==> src/rtl/key_encoder_if.sv <==
// Key-pin bundle: raw active-low key lines in; the debounced (code, enable) pair and strobes out.
// The release strobe is named release_p because "release" is a reserved word.
interface key_encoder_if;
    logic [7:0] keys_n;
    logic [2:0] code;
    logic [2:0] enable;
    logic       valid;
    logic       multi;
    logic       press;
    logic       release_p;

    modport master (
        output keys_n,
        input  code, enable, valid, multi, press, release_p
    );

    modport slave (
        input  keys_n,
        output code, enable, valid, multi, press, release_p
    );
endinterface

==> src/rtl/key_encoder.sv <==
// Synchronises and debounces eight active-low key lines, then priority-encodes the
// stable vector into a key code, a decoder-style enable word and press/release strobes.
module key_encoder #(
    parameter int DEBOUNCE_CYCLES = 4,
    parameter int CNT_W           = 8
) (
    input  logic         clk,
    input  logic         rst_n,
    key_encoder_if.slave bus
);
    localparam logic [CNT_W-1:0] CNT_MAX  = CNT_W'(DEBOUNCE_CYCLES);
    localparam logic [CNT_W-1:0] CNT_LAST = CNT_W'(DEBOUNCE_CYCLES - 1);
    localparam logic [2:0]       ENABLED  = 3'd4;

    logic [7:0]       sync1_q, s_q;
    logic [7:0]       cand_q, cand_d;
    logic [CNT_W-1:0] cnt_q, cnt_d;
    logic [7:0]       stable_q, stable_d;
    logic [2:0]       code_q, code_d;
    logic [2:0]       enable_q, enable_d;
    logic             valid_q, valid_d;
    logic             multi_q, multi_d;
    logic             press_q, press_d;
    logic             release_q, release_d;
    logic [3:0]       zeros;

    // The debounce counter saturates so a long-held vector is never re-committed.
    always_comb begin
        cand_d   = cand_q;
        cnt_d    = cnt_q;
        stable_d = stable_q;
        if (s_q != cand_q) begin
            cand_d = s_q;
            cnt_d  = '0;
        end else begin
            if (cnt_q != CNT_MAX) begin
                cnt_d = cnt_q + 1'b1;
            end
            if (cnt_q == CNT_LAST) begin
                stable_d = cand_q;
            end
        end
    end

    // Descending scan so the lowest-numbered pressed key wins; code holds when idle.
    always_comb begin
        zeros  = 4'd0;
        code_d = code_q;
        for (int i = 7; i >= 0; i--) begin
            zeros = zeros + {3'b000, ~stable_q[i]};
            if (!stable_q[i]) begin
                code_d = 3'(i);
            end
        end
        valid_d   = (stable_q != 8'hff);
        multi_d   = (zeros > 4'd1);
        enable_d  = (valid_d && !multi_d) ? ENABLED : 3'd0;
        press_d   = valid_d && !valid_q;
        release_d = !valid_d && valid_q;
    end

    always_ff @(posedge clk or negedge rst_n) begin
        if (!rst_n) begin
            sync1_q   <= 8'hff;
            s_q       <= 8'hff;
            cand_q    <= 8'hff;
            cnt_q     <= '0;
            stable_q  <= 8'hff;
            code_q    <= 3'd0;
            enable_q  <= 3'd0;
            valid_q   <= 1'b0;
            multi_q   <= 1'b0;
            press_q   <= 1'b0;
            release_q <= 1'b0;
        end else begin
            sync1_q   <= bus.keys_n;
            s_q       <= sync1_q;
            cand_q    <= cand_d;
            cnt_q     <= cnt_d;
            stable_q  <= stable_d;
            code_q    <= code_d;
            enable_q  <= enable_d;
            valid_q   <= valid_d;
            multi_q   <= multi_d;
            press_q   <= press_d;
            release_q <= release_d;
        end
    end

    assign bus.code      = code_q;
    assign bus.enable    = enable_q;
    assign bus.valid     = valid_q;
    assign bus.multi     = multi_q;
    assign bus.press     = press_q;
    assign bus.release_p = release_q;
endmodule

==> src/flat_wrapper.sv <==
// flat-port wrapper written by rule: the top's interface ports become plain ports
module key_encoder_flat 
#(
    parameter int DEBOUNCE_CYCLES = 4,
    parameter int CNT_W           = 8
)
  (clk, rst_n, bus_keys_n, bus_code, bus_enable, bus_valid, bus_multi, bus_press, bus_release_p);
  key_encoder_if bus_i ();
  input  logic clk;
  input  logic rst_n;
  input wire logic [$bits(bus_i.keys_n)-1:0] bus_keys_n;
  output wire logic [$bits(bus_i.code)-1:0] bus_code;
  output wire logic [$bits(bus_i.enable)-1:0] bus_enable;
  output wire logic [$bits(bus_i.valid)-1:0] bus_valid;
  output wire logic [$bits(bus_i.multi)-1:0] bus_multi;
  output wire logic [$bits(bus_i.press)-1:0] bus_press;
  output wire logic [$bits(bus_i.release_p)-1:0] bus_release_p;
  assign bus_i.keys_n = bus_keys_n;
  assign bus_code = bus_i.code;
  assign bus_enable = bus_i.enable;
  assign bus_valid = bus_i.valid;
  assign bus_multi = bus_i.multi;
  assign bus_press = bus_i.press;
  assign bus_release_p = bus_i.release_p;
  key_encoder #(.DEBOUNCE_CYCLES(DEBOUNCE_CYCLES), .CNT_W(CNT_W)) u_core (.clk(clk), .rst_n(rst_n), .bus(bus_i));
endmodule
==> config.mk <==
export PLATFORM = sky130hd
export DESIGN_NAME = key_encoder_flat
export DESIGN_NICKNAME = d
export VERILOG_FILES = /design/src/rtl/key_encoder_if.sv /design/src/rtl/key_encoder.sv /design/src/flat_wrapper.sv
export SDC_FILE = /design/constraint.sdc
export NUM_CORES = 1
export LEC_CHECK = 0
export BUFFER_PORTS_ARGS = -buffer_cell sky130_fd_sc_hd__buf_2
export CAP_MARGIN = 20
export CORE_MARGIN = 3
export CORE_UTILIZATION = 61
export CTS_BUF_LIST = sky130_fd_sc_hd__clkbuf_16
export DETAILED_ROUTE_END_ITERATION = 7
export PLACE_DENSITY = 0.78
export SETUP_SLACK_MARGIN = 0.4
export SKIP_LAST_GASP = 1
export SLEW_MARGIN = 10
export SYNTH_ARGS = -nofsm -noshare
export SYNTH_HDL_FRONTEND = slang
export SYNTH_SLANG_ARGS = --single-unit
==> constraint.sdc <==
create_clock -name clk -period 5.2 [get_ports clk]
set_input_delay 0.52 -clock clk [delete_from_list [all_inputs] [get_ports clk]]
set_output_delay 0.52 -clock clk [all_outputs]
set_load 0.01 [all_outputs]
==> results by group <==
Status
  • Status: completed

Global route
  • Largest net degree at the start of global routing: 49
  • Total global routing overflow: 0
  • Total track usage: 0.163
  • Number of global-route vias before repair: 1088
  • Initial antenna violation count: 0
  • Global-route wire length before repair: 4.86 mm

CTS
  • Cts repair resizes: 0
  • Clock sinks: 48
  • Max clock buf depth: 2
  • Postcts setup bufs: 0
  • CTS root buffer: clkbuf_16
  • Worst-Skew Late Latency: 0.28 ns
  • Htree depth: 2
  • Hold_buf cts: 0
  • CTS tree: yes
  • CTS buffer count: 5
  • Reg clk slew, reported paths: 0.06 ns

Floorplan
  • Die H: 63.0 microns
  • I/O pin count: 20
  • Row Count: 20
  • Initial core utilization: 0.643
  • Core region area: 3080 sq um
  • Die footprint: 3960 sq um
  • Die W: 63.0 microns

STA
  • Final setup vio count: 0
  • Rel. slew slack: 0.355
  • Clock period minus worst slack: 3.34 ns
  • Max frequency: 300 MHz
  • Min setup slack post-route: 1.86 ns
  • Clock Skews: 0.00366 ns
  • Period utilization: 0.642
  • RSZ-0062 raised after global routing: false
  • Setup TNS: 0 ns
  • Worst-Margin Slew: 0.967 ns
  • Final hold vios: 0
  • Worst hold slack: 0.334 ns
  • Final slew viol count: 0

Placement
  • DP Wirelength: 2.05 mm
  • Placed insts: 204
  • Dpl cell area: 2080 sq um
  • Port Buffers: 17
  • GPL Wtd Cong: 0.717
  • Place WS: 1.87 ns

Yosys
  • Synthesis warning total: 0
  • Register bit total from synthesis: 48
  • Number of enable flip-flop cells after synthesis: 0
  • Synth Flop Type: dfstp_2
  • Post-synth ARST share: 1.00
  • Post-synth top cells: dfstp_2 (32), dfrtp_1 (16), inv_1 (16)
  • Seq/Total Area, Yosys: 0.627
  • Area leader, netlist: dfstp_2
  • Largest cells by area after synthesis: dfstp_2 (42%), dfrtp_1 (20%), xor2_1 (5.3%)
  • Mean Syn Cell Area: 13.0 sq um
  • Synthesized area: 1980 sq um
  • Cells after Synth: 152
  • Share of the synthesized area in the top cell type: 0.425
  • Netlist cell types: 31
  • Count leader, synth: dfstp_2

Cells and area
  • Antenna cell count: 0
  • Layout area overhead: 12.0%
  • Finished Cell Area: 2220 sq um
  • Post-Route Utilization: 0.720
  • Share of cells above drive strength 1: 0.393
  • Final net count: 187
  • Non-filler cells, final: 212

Route
  • Final WL: 2.80 mm
  • DR vias/cell: 5.13
  • DRT Pass-1 Iters: 4
  • Initial DRC count: 56
  • Post-DRT Antenna Nets: 0
  • DR vias: 1088
  • Routed length per instance: 13.2 microns
  • Remaining routing DRC violations: 0

Critical path
  • Startpoint types: register
  • Setup Crit Path Kind: register to register
  • Worst path arrival time: 3.56 ns
  • Worst-path maximum fanout: 4
  • CP Launch Point: u_core.stable_q[6]$_DFFE_PN1P_
  • Worst r2r path cells: 12
  • R2r startpoint: u_core.stable_q[6]$_DFFE_PN1P_
  • Critical Path RT: 5.42 ns
  • Worst Setup End Kind: register

Min path
  • Critical hold path startpoint: bus_keys_n[4]
  • Hold/Removal Path Class: input port to register
  • Hold Path Stages: 1

Power and ir drop
  • Lkg Pwr: 0.982 nW
  • Net Sw Frac: 0.195
  • Net Switching: 0.138 mW
  • Combinational share of power: 0.022
  • Pint: 0.571 mW
  • Clock share of power: 0.418
  • P per Cell Area: 320 nW/um^2
  • Register share of total power: 0.560
  • Maximum vdd drop: 0.000255 V
  • Tot Pwr: 0.709 mW

Run
  • Max-cap viol count: 0
## area by class of cell
cell class / instances / area (sq um)
tap: 44 / 55.1
multi-input combinational: 79 / 637
sequential: 48 / 1240
clock inverter: 3 / 13.8
timing repair buffer: 17 / 85.1
inverter: 16 / 60.1
clock buffer: 5 / 125
fill: 218 / 861
## critical path, stage by stage, from the launching register on
cell and delay, ns:
dfstp_2 0.56, inv_1 0.06, ha_1 0.32, fa_1 0.55, inv_1 0.05, fa_1 0.42
inv_1 0.07, fa_1 0.19, inv_1 0.06, fa_1 0.37, a2111oi_0 0.35, o21ai_0 0.18
nor2_1 0.10
## placed cells by master, fill, tap and decap left out, drive strengths merged, types with 3 or more instances in the layout
cell type / n
mux2: 8
xor2: 12
nand2: 4
inv: 18
o21ai: 3
clkbuf: 5
nor2: 13
dfstp: 32
nand3: 4
buf: 17
dfrtp: 16
ha: 6
fa: 4
## worst paths after layout
path / endpoint / slack [ns]
worst max-delay path: u_core.bus.enable[2]$_DFF_PN0_ / 1.86
worst min-delay path: u_core.sync1_q[4]$_DFF_PN1_ / 0.33
worst max register to register: u_core.bus.enable[2]$_DFF_PN0_ / 1.86
worst min register to register: u_core.s_q[6]$_DFF_PN1_ / 0.35
max in group asynchronous: u_core.cnt_q[1]$_DFFE_PN0P_ / 4.21
min in group asynchronous: u_core.bus.multi$_DFF_PN0_ / 0.39
## layer usage
metal	GRT usage	wire length (microns)	vias up
met5	0	0	-
met4	0.0909	61	0
met3	0.0468	136	6
met2	0.262	1400	23
met1	0.197	1200	544
li1	-	-	515
## power by group through the flow
stage | Sequential [mW] | Clock, mW | Combinational, mW
final | 0.397 | 0.297 | 0.0157
after global routing | 0.398 | 0.323 | 0.0182
after CTS | 0.397 | 0.306 | 0.0165
after detailed placement | 0.403 | 0 | 0.0164
after global placement | 0.402 | 0 | 0.0158
after floorplan | 0.401 | 0 | 0.00845
## cell families (layout without fill, tap and decap cells)
| family | Yosys count | in the layout | synth area share |
|---|---|---|---|
| AO/OA/AOI/OAI | 10 | 10 | 0.0348 |
| XOR/XNOR | 14 | 14 | 0.0619 |
| adder cells (fa/ha/maj) | 10 | 10 | 0.0784 |
| buffers and inverters | 26 | 41 | 0.0531 |
| flip-flops | 48 | 48 | 0.627 |
| multiplexers | 9 | 9 | 0.0506 |
| other | 1 | 2 | 0.00189 |
| AND/OR/NAND/NOR | 34 | 34 | 0.0923 |
## sequential cells by signal, indices dropped and copies added (netlist names)
register,cells
u_core.cand_q,8
u_core.cnt_q,8
u_core.s_q,8
u_core.stable_q,8
u_core.sync1_q,8
u_core.bus.code,3
u_core.bus.enable,1
u_core.bus.multi,1
u_core.bus.press,1
u_core.bus.release_p,1
u_core.bus.valid,1
Note: power is estimated with default switching activity, not from simulation.
